[src/rtl/seq_pattern_tx_pkg.sv]
`default_nettype none
// ============================================================================
//  Module   : seq_pattern_tx_pkg
//  Brief    : Shared constants for the serial pattern link: FSM state
//             encoding of the transmitter and the idle level of the link.
//  Revision : 1.0 - initial release
// ============================================================================
package seq_pattern_tx_pkg;

    // Transmitter FSM state encoding (also exported on the debug state port)
    localparam logic [1:0] c_ST_IDLE = 2'b00;
    localparam logic [1:0] c_ST_SEND = 2'b01;
    localparam logic [1:0] c_ST_GAP  = 2'b10;
    localparam logic [1:0] c_ST_DONE = 2'b11;

    // Level driven on the serial line whenever no pattern bit is carried
    localparam logic c_LINK_IDLE = 1'b0;

endpackage
`default_nettype wire

[src/rtl/seq_pattern_tx_if.sv]
`default_nettype none
// ============================================================================
//  Module   : seq_pattern_tx_if
//  Brief    : Request/serial-output bundle of the pattern transmitter.
//             master = requester side, slave = transmitter side.
//  Revision : 1.0 - initial release
// ============================================================================
interface seq_pattern_tx_if #(
    parameter int PAT_W = 3,
    parameter int CNT_W = 4
);

    logic             start;
    logic [PAT_W-1:0] pattern_in;
    logic [CNT_W-1:0] reps_in;
    logic             abort;
    logic             data_out;
    logic             data_valid;
    logic             busy;
    logic             done;
    logic [1:0]       state;

    modport master (
        output start, pattern_in, reps_in, abort,
        input  data_out, data_valid, busy, done, state
    );

    modport slave (
        input  start, pattern_in, reps_in, abort,
        output data_out, data_valid, busy, done, state
    );

endinterface
`default_nettype wire

[src/rtl/seq_pattern_tx_piso_shift.sv]
`default_nettype none
// ============================================================================
//  Module   : piso_shift
//  Brief    : Parallel-load, MSB-first shift register with a registered
//             serial output. A load puts the MSB on the output immediately
//             (next cycle) and keeps the remaining bits for later shifts.
//             clear > load > shift.
//  Revision : 1.0 - initial release
// ============================================================================
module piso_shift
    import seq_pattern_tx_pkg::*;
#(
    parameter int WIDTH = 3
) (
    input  wire logic             clk,
    input  wire logic             reset,
    input  wire logic             clear,
    input  wire logic             load,
    input  wire logic             shift,
    input  wire logic [WIDTH-1:0] load_data,
    output logic                  serial_out
);

    logic [WIDTH-1:0] r_sr;
    logic             r_out;

    // Load/shift the register; the output bit is always a flop, never a gate
    always_ff @(posedge clk or negedge reset) begin
        if (!reset) begin
            r_sr  <= '0;
            r_out <= c_LINK_IDLE;
        end else if (clear) begin
            r_sr  <= '0;
            r_out <= c_LINK_IDLE;
        end else if (load) begin
            r_out <= load_data[WIDTH-1];
            r_sr  <= {load_data[WIDTH-2:0], 1'b0};
        end else if (shift) begin
            r_out <= r_sr[WIDTH-1];
            r_sr  <= {r_sr[WIDTH-2:0], 1'b0};
        end
    end

    assign serial_out = r_out;

endmodule
`default_nettype wire

[src/rtl/seq_pattern_tx.sv]
`default_nettype none
// ============================================================================
//  Module   : seq_pattern_tx
//  Brief    : Serial pattern transmitter. Shifts a captured PAT_W-bit
//             pattern out MSB-first a programmable number of times, with
//             GAP_CYC idle cycles between repetitions, then pulses done.
//  Revision : 1.0 - initial release
// ============================================================================
module seq_pattern_tx
    import seq_pattern_tx_pkg::*;
#(
    parameter int PAT_W   = 3,
    parameter int CNT_W   = 4,
    parameter int GAP_CYC = 1
) (
    input  wire logic       clk,
    input  wire logic       reset,
    seq_pattern_tx_if.slave bus
);

    localparam int c_BIT_W = (PAT_W > 1) ? $clog2(PAT_W) : 1;
    localparam int c_GAP_W = (GAP_CYC > 1) ? $clog2(GAP_CYC) : 1;

    localparam logic [c_BIT_W-1:0] c_LAST_BIT = c_BIT_W'(PAT_W - 1);
    localparam logic [c_GAP_W-1:0] c_GAP_LAST = c_GAP_W'((GAP_CYC > 0) ? GAP_CYC - 1 : 0);
    localparam logic [CNT_W-1:0]   c_ONE_REP  = CNT_W'(1);
    localparam logic               c_NO_GAP   = (GAP_CYC == 0);

    logic [1:0]         r_state;
    logic               r_valid;
    logic               r_busy;
    logic               r_done;
    logic [c_BIT_W-1:0] r_bit_cnt;
    logic [CNT_W-1:0]   r_rep_cnt;
    logic [c_GAP_W-1:0] r_gap_cnt;
    logic [PAT_W-1:0]   r_pat_hold;

    logic               w_last_bit;
    logic               w_more_reps;
    logic               w_gap_end;
    logic               w_sr_clear;
    logic               w_sr_load;
    logic               w_sr_shift;
    logic [PAT_W-1:0]   w_sr_data;
    logic               w_serial;

    assign w_last_bit  = (r_state == c_ST_SEND) && (r_bit_cnt == c_LAST_BIT);
    assign w_more_reps = (r_rep_cnt != c_ONE_REP);
    assign w_gap_end   = (r_state == c_ST_GAP) && (r_gap_cnt == c_GAP_LAST);

    // Shift-register control: decides which bit is on the wire next cycle
    always_comb begin
        w_sr_clear = 1'b0;
        w_sr_load  = 1'b0;
        w_sr_shift = 1'b0;
        w_sr_data  = r_pat_hold;
        if (bus.abort) begin
            w_sr_clear = 1'b1;
        end else begin
            case (r_state)
                c_ST_IDLE: begin
                    if (bus.start && (bus.reps_in != '0)) begin
                        w_sr_load = 1'b1;
                        w_sr_data = bus.pattern_in;
                    end else begin
                        w_sr_clear = 1'b1;
                    end
                end
                c_ST_SEND: begin
                    if (!w_last_bit) begin
                        w_sr_shift = 1'b1;
                    end else if (w_more_reps && c_NO_GAP) begin
                        w_sr_load = 1'b1;
                    end else begin
                        w_sr_clear = 1'b1;
                    end
                end
                c_ST_GAP: begin
                    w_sr_load = w_gap_end;
                end
                default: begin
                    w_sr_clear = 1'b1;
                end
            endcase
        end
    end

    piso_shift #(
        .WIDTH (PAT_W)
    ) u_piso_shift (
        .clk        (clk),
        .reset      (reset),
        .clear      (w_sr_clear),
        .load       (w_sr_load),
        .shift      (w_sr_shift),
        .load_data  (w_sr_data),
        .serial_out (w_serial)
    );

    // Transmitter FSM with its counters and registered status outputs
    always_ff @(posedge clk or negedge reset) begin
        if (!reset) begin
            r_state    <= c_ST_IDLE;
            r_valid    <= 1'b0;
            r_busy     <= 1'b0;
            r_done     <= 1'b0;
            r_bit_cnt  <= '0;
            r_rep_cnt  <= '0;
            r_gap_cnt  <= '0;
            r_pat_hold <= '0;
        end else if (bus.abort) begin
            // Cancel wins over every other transition, including a start in IDLE
            r_state   <= c_ST_IDLE;
            r_valid   <= 1'b0;
            r_busy    <= 1'b0;
            r_done    <= 1'b0;
            r_bit_cnt <= '0;
            r_rep_cnt <= '0;
            r_gap_cnt <= '0;
        end else begin
            case (r_state)
                c_ST_IDLE: begin
                    r_done <= 1'b0;
                    if (bus.start) begin
                        r_pat_hold <= bus.pattern_in;
                        r_busy     <= 1'b1;
                        r_bit_cnt  <= '0;
                        if (bus.reps_in != '0) begin
                            r_rep_cnt <= bus.reps_in;
                            r_valid   <= 1'b1;
                            r_state   <= c_ST_SEND;
                        end else begin
                            r_done  <= 1'b1;
                            r_state <= c_ST_DONE;
                        end
                    end
                end
                c_ST_SEND: begin
                    if (w_last_bit) begin
                        r_rep_cnt <= r_rep_cnt - c_ONE_REP;
                        r_bit_cnt <= '0;
                        if (!w_more_reps) begin
                            r_valid <= 1'b0;
                            r_done  <= 1'b1;
                            r_state <= c_ST_DONE;
                        end else if (!c_NO_GAP) begin
                            r_valid   <= 1'b0;
                            r_gap_cnt <= '0;
                            r_state   <= c_ST_GAP;
                        end
                    end else begin
                        r_bit_cnt <= r_bit_cnt + 1'b1;
                    end
                end
                c_ST_GAP: begin
                    if (w_gap_end) begin
                        r_valid   <= 1'b1;
                        r_bit_cnt <= '0;
                        r_state   <= c_ST_SEND;
                    end else begin
                        r_gap_cnt <= r_gap_cnt + 1'b1;
                    end
                end
                default: begin
                    // DONE lasts one cycle; start is not looked at here
                    r_done  <= 1'b0;
                    r_busy  <= 1'b0;
                    r_state <= c_ST_IDLE;
                end
            endcase
        end
    end

    assign bus.data_out   = w_serial;
    assign bus.data_valid = r_valid;
    assign bus.busy       = r_busy;
    assign bus.done       = r_done;
    assign bus.state      = r_state;

endmodule
`default_nettype wire

[src/flat_wrapper.sv]
// flat-port wrapper written by rule: the top's interface ports become plain ports
module seq_pattern_tx_flat import seq_pattern_tx_pkg::*;
#(
    parameter int PAT_W   = 3,
    parameter int CNT_W   = 4,
    parameter int GAP_CYC = 1
)
  (clk, reset, bus_start, bus_pattern_in, bus_reps_in, bus_abort, bus_data_out, bus_data_valid, bus_busy, bus_done, bus_state);
  seq_pattern_tx_if #(.PAT_W(PAT_W), .CNT_W(CNT_W)) bus_i ();
  input  wire logic clk;
  input  wire logic reset;
  input wire logic [$bits(bus_i.start)-1:0] bus_start;
  input wire logic [$bits(bus_i.pattern_in)-1:0] bus_pattern_in;
  input wire logic [$bits(bus_i.reps_in)-1:0] bus_reps_in;
  input wire logic [$bits(bus_i.abort)-1:0] bus_abort;
  output wire logic [$bits(bus_i.data_out)-1:0] bus_data_out;
  output wire logic [$bits(bus_i.data_valid)-1:0] bus_data_valid;
  output wire logic [$bits(bus_i.busy)-1:0] bus_busy;
  output wire logic [$bits(bus_i.done)-1:0] bus_done;
  output wire logic [$bits(bus_i.state)-1:0] bus_state;
  assign bus_i.start = bus_start;
  assign bus_i.pattern_in = bus_pattern_in;
  assign bus_i.reps_in = bus_reps_in;
  assign bus_i.abort = bus_abort;
  assign bus_data_out = bus_i.data_out;
  assign bus_data_valid = bus_i.data_valid;
  assign bus_busy = bus_i.busy;
  assign bus_done = bus_i.done;
  assign bus_state = bus_i.state;
  seq_pattern_tx #(.PAT_W(PAT_W), .CNT_W(CNT_W), .GAP_CYC(GAP_CYC)) u_core (.clk(clk), .reset(reset), .bus(bus_i));
endmodule
[config.mk]
export PLATFORM = sky130hd
export DESIGN_NAME = seq_pattern_tx_flat
export DESIGN_NICKNAME = d
export VERILOG_FILES = /design/src/rtl/seq_pattern_tx_pkg.sv /design/src/rtl/seq_pattern_tx_if.sv /design/src/rtl/seq_pattern_tx_piso_shift.sv /design/src/rtl/seq_pattern_tx.sv /design/src/flat_wrapper.sv
export SDC_FILE = /design/constraint.sdc
export NUM_CORES = 1
export LEC_CHECK = 0
export CAP_MARGIN = 20
export CORE_MARGIN = 1.5
export CORE_UTILIZATION = 35
export DETAILED_ROUTE_END_ITERATION = 8
export PLACE_DENSITY = 0.61
export SETUP_SLACK_MARGIN = 0.5
export SLEW_MARGIN = 20
export SYNTH_ARGS = -nofsm -noshare
export SYNTH_HDL_FRONTEND = slang
export SYNTH_SLANG_ARGS = --single-unit
[constraint.sdc]
create_clock -name clk -period 4 [get_ports clk]
set_input_delay 0.8 -clock clk [delete_from_list [all_inputs] [get_ports clk]]
set_output_delay 0.8 -clock clk [all_outputs]
set_load 0.005 [all_outputs]
# --- Word level (Yosys, flattened, before mapping) ---
# Cells that the tools add are included.
classes:
  addsub: 3
  eq_ne: 13
  n_mux: 56
  bitwise_logic: 2
  reduce_logical: 18
op_table:
  columns: ["operator", "n"]
  rows:
  - ["$mux W1", 28]
  - ["$mux W2", 9]
  - ["$mux W3", 6]
  - ["$mux W4", 4]
  - ["$ne A3 B2 Y1 const B", 4]
  - ["$pmux W2 S3", 2]
  - ["$reduce_and A3 Y1", 4]
  - ["$ne A3 B3 Y1 const B", 3]
  - ["$pmux W1 S3", 3]
  - ["$reduce_bool A3 Y1", 3]
  - ["$pmux W4 S2", 1]
  - ["$reduce_and A4 Y1", 2]
  - ["$reduce_bool A4 Y1", 2]
  - ["$pmux W1 S2", 3]
  - ["$reduce_and A5 Y1", 1]
  - ["$eq A2 B2 Y1 const B", 2]
  - ["$ne A4 B1 Y1 const B", 1]
  - ["$sub A4 B1 Y4 const B", 1]
  - ["$logic_and A1 B1 Y1", 3]
  - ["$add A2 B1 Y2 const B", 1]
  - ["$eq A2 B1 Y1 const B", 1]
  - ["$logic_not A2 Y1", 1]
  - ["$ne A2 B1 Y1 const B", 1]
  - ["$ne A2 B2 Y1 const B", 1]
  - ["4 further kinds", 5]
word_totals:
  register_bits: 19
  in_bits: 11
  out_inout_bits: 6
  elab_cells: 102

# --- Depth between registers and ports, before layout ---
logic_depth:
  depth_word: 8
  depth_mapped: 7
  ltp_nobuf: 6

# --- By module ---
# From an unflattened synthesis, not the netlist that was laid out.
hier_totals:
  cells_unflattened: 127
  area_unflattened_um2: 1222.4
by_module_without_submodules:
  columns: ["module", "n_inst", "cells_per_inst", "area_each_um2", "seq_area_each_um2"]
  rows:
  - ["seq_pattern_tx", 1, 114, 1073.5, 375.4]
  - ["piso_shift", 1, 13, 148.9, 75.1]

# --- Least setup slack after synthesis ---
# No wires, ideal clock.
synth_path:
  kind: "input to register"
  startpoint: "in bus_reps_in[1]"
  endpoint: "reg u_core.r_rep_cnt[2]"
  setup_time_ps: 126
  arrival_ps: 2125
  required_ps: 3874
  slack_ps: 1749
  cell_stages: 4
  path_buffers: 0
  cell_sequence: "or4_4 -> a311oi_4 -> o41ai_1 -> a221o_1"
synth_between:
  elab_chain_cells: 3
synth_lines:
  columns: ["element", "line", "source"]
  rows:
  - ["start, declared", "flat_wrapper.sv:14", "input wire logic [$bits(bus_i.reps_in)-1:0] bus_reps_in;"]
  - ["$reduce_bool A4 Y1", "seq_pattern_tx.sv:128", "if (bus.reps_in != '0) begin"]
  - ["$ne A3 B2 Y1 (no source line)", null, null]
  - ["$reduce_and A4 Y1 (no source line)", null, null]
  - ["end signal, assigned", "seq_pattern_tx.sv:129", "r_rep_cnt <= bus.reps_in;"]
  - ["end signal, assigned", "seq_pattern_tx.sv:140", "r_rep_cnt <= r_rep_cnt - c_ONE_REP;"]
  - ["end, declared", "seq_pattern_tx.sv:34", "logic [CNT_W-1:0] r_rep_cnt;"]
# No other way between the ends.
# A chain may end at the register's enable or synchronous reset.

# --- Worst setup path after layout ---
layout_path:
  startpoint: "in bus_reps_in[1]"
  endpoint: "reg u_core.u_piso_shift.r_sr[2]"
layout_between:
  elab_chain_cells: 7
  elab_cells_between_ends: 14
  cone_classes: "11 x mux; 3 x reduce/logical"
layout_lines:
  columns: ["element", "line", "source"]
  rows:
  - ["$reduce_bool A4 Y1 *", "seq_pattern_tx.sv:62", "if (bus.start && (bus.reps_in != '0)) begin"]
  - ["$logic_and A1 B1 Y1 *", "seq_pattern_tx.sv:62", null]
  - ["$mux W1 or $mux W3 (tied branches)", "seq_pattern_tx.sv:62", null]
  - ["$pmux W1 S2 or $mux W3 (tied branches)", "seq_pattern_tx.sv:60", "case (r_state)"]
  - ["$mux W1 or $mux W3 (tied branches)", "seq_pattern_tx.sv:57", "if (bus.abort) begin"]
  - ["$mux W3", "seq_pattern_tx_piso_shift.sv:35", "end else if (load) begin"]
  - ["$mux W3", "seq_pattern_tx_piso_shift.sv:32", "end else if (clear) begin"]
  - ["end signal, assigned", "seq_pattern_tx_piso_shift.sv:37", "r_sr <= {load_data[WIDTH-2:0], 1'b0};"]
  - ["end signal, assigned", "seq_pattern_tx_piso_shift.sv:40", "r_sr <= {r_sr[WIDTH-2:0], 1'b0};"]
  - ["end, declared", "seq_pattern_tx_piso_shift.sv:24", "logic [WIDTH-1:0] r_sr;"]
# Mark *: on every way between the ends. The rest lies on a longest branch, timed or not.

==> impl_metrics.toml <==
[worst_hold_path]
hold_depth = 2
hold_end = "u_core.r_pat_hold[0]"
holdCritStartpoint = "u_core.r_pat_hold[0]"
worstHoldPathType = "reg2reg"

[layout]
multi_input_area_um2 = 708.2
seq_area_um2 = 450.4
nNetsFinal = 166
fillers = 374
synthToLayoutAreaGrowth_pct = 16.43
layout.cells.non_filler = 193
drive_above_1_share_pct = 8.163
antenna_cells = 0

[route]
vias_per_cell = 5.399
dr.pass1.iters = 4
vias = 1042
routedWlPerCell_um = 13.85
drt_iter0_markers = 20
routed_wl_um = 2674
antenna_left = 0
drc = 0

[setup_path]
crit_path_max_fanout = 6
reg2regPathDepth = 6
cp.arrival_ns = 2.81
rr_startpoint = "u_core.bus.state[1]"
start_kind = "primary input"
cp-end-kind = "register"
rr_endpoint = "u_core.r_rep_cnt[2]"
crit_type = "in2reg"
required_ns = 4.18
rrSetupSlack_ns = 1.48

[cts]
clockRootBuffer = "clkbuf_4"
cts_hold_buf = 0
cts_sinks = 18
cts.reportedPaths.clkPinSlew_ns = 0.09
cts_buffer_depth = 2
cts_setup_buffers = 0
cts_resized = 0
cts_buffers = 3
cts_tree = "built"
clk_latency_ns = 0.30
h-tree-depth = 1

[timing]
relSlewSlack_pct = 45.75
fin_setup_tns_ns = 0
rsz0062_at_grt = "no"
whs_ns = 0.4828
skew_ns = 0.01848
setup_viol = 0
tightest_slew_ns = 0.8113
timing.fmax_mhz = 379.9
finalCritPeriodShare_pct = 65.81
layout_setup_ws_ns = 1.368
drv_slew = 0
finalCriticalPeriod_ns = 2.632
hold_viol_final = 0

[floorplanning]
io_pins = 17
rows = 21
coreArea_mm2 = 0.003363
start_util_pct = 36.68
die_height_um = 62.37
die_x_um = 62.37
die_area_mm2 = 0.003890

[global_routing]
antenna_found_initial = 0
grt_max_degree = 19
use_met1_pct = 21.35
gr-total-overflow = 0
grt_pass1_vias = 975
grt_use_met2_pct = 22.83
grt_usage_pct = 14.92
use_met3_pct = 2.162
busiest_layer = "met2"
grt_pass1_wl_um = 4650

[flow_run]
max-cap-violations = 0

[synthesis]
synth_top_cells_by_count = "dfrtp_1 (18), nand2_1 (13), nor2_1 (11)"
synth_sequential_area_ratio_pct = 36.51
synth.most_common_cell = "dfrtp_1"
synth_edf_count = 0
yosys.area.top_type = "dfrtp_1"
netlist_area_mm2 = 0.001234
synth_top_area_share_pct = 36.51
ys_top_cells_by_area = "dfrtp_1 (37%), ha_1 (6.1%), nand2_1 (4.0%)"
syn-num-nets = 148
synthArstFlopShare_pct = 100.0
synth-seq-cells = 18
syn_avg_cell_area_um2 = 9.417
synthFlopType = "dfrtp_1"
synth_cell_types = 47
synthCells = 131
yosys_warnings = 0

[placed_design]
post-place-ws_ns = 1.055
port-buffer-count = 16
dp_cells = 190
gp_congestion = 0.7742
dp_hpwl_um = 2037

[power_and_ir_drop]
leakagePower_uw = 0.0005895
power_density_mw_per_mm2 = 586.7
p_total_uw = 842.7
vdd_drop_max_v = 0.0002790

[outcome]
status = "finished clean"
-- how the worst max path moves through the flow --
stage                               from                     endpoint  slack (ns)  depth (start not counted)
after global placement         bus_abort          u_core.r_rep_cnt[2]        1.04                          6
after detailed placement       bus_abort          u_core.r_rep_cnt[2]        1.05                          6
after floorplan           bus_reps_in[1]          u_core.r_rep_cnt[2]        1.75                          4
final                     bus_reps_in[1]  u_core.u_piso_shift.r_sr[2]        1.37                          5
after global routing           bus_abort          u_core.r_rep_cnt[2]        1.24                          6
after CTS                 bus_reps_in[0]  u_core.u_piso_shift.r_sr[2]        1.38                          5
-- layout make-up --
class	instances	area share, %
multi-input cells	101	49.30
flip-flops and latches	18	31.36
repair buffers	17	11.67
well taps	46	4.007
inverters	8	2.091
clock buffers	3	1.568
-- critical path: stages --
cell	delay, ns
clkdlybuf4s50_1	0.47
nor4_2	0.58
nor2_1	0.19
or4_1	0.56
o22a_1	0.23
-- power breakdown --
part	switching (uW)	leakage (uW)	total [uW]	internal [uW]
Clock	58.8	0.0000138	93.8	35.1
Sequential	53.8	0.000236	303	249
Combinational	231	0.000340	446	215
Total	344	0.000589	843	499
-- per-layer routing --
metal	up-vias	share of wire (%)
met5	-	0
met4	0	1.5
met3	5	3.4
met2	19	45
met1	497	50
li1	521	-
-- cell families after synthesis --
kind of cell / Yosys count / synth area share [%]
simple gates: 54 / 25.05
compound gates: 36 / 21.91
flops: 18 / 36.51
buf+inv: 12 / 6.085
fa+ha+maj: 6 / 6.085
mux: 5 / 4.361
-- registers in the layout, indices dropped and copies added (netlist names) --
register,cells
u_core.bus.data_valid,1
u_core.bus.busy,1
u_core.bus.state,2
u_core.bus.done,1
u_core.r_bit_cnt,2
u_core.r_gap_cnt,1
u_core.u_piso_shift.r_sr,2
u_core.r_pat_hold,3
u_core.u_piso_shift.serial_out,1
u_core.r_rep_cnt,4
-- cell usage in the layout, fill, tap and decap left out, drive strengths merged, types with 3 or more instances in the layout --
cell	Yosys	layout
o21ai	7	7
clkbuf	0	3
nor3	5	5
o31ai	3	3
clkdlybuf4s50	0	16
mux2	3	3
o22ai	3	3
ha	6	6
a21oi	4	4
nand2	13	13
o211ai	3	3
a211oi	3	3
nor2	11	11
nand3b	3	3
nand3	3	3
dfrtp	18	18
inv	8	8
-- stage by stage --
stage	instance area (um2)	util [%]
3_3_place_gp	1414	42.04
5_1_grt	1436	42.71
4_1_cts	1436	42.71
2_1_floorplan	1234	-
3_5_place_dp	1414	42.04
6_report	1436	42.71
Note: power is estimated with default switching activity, not from simulation.
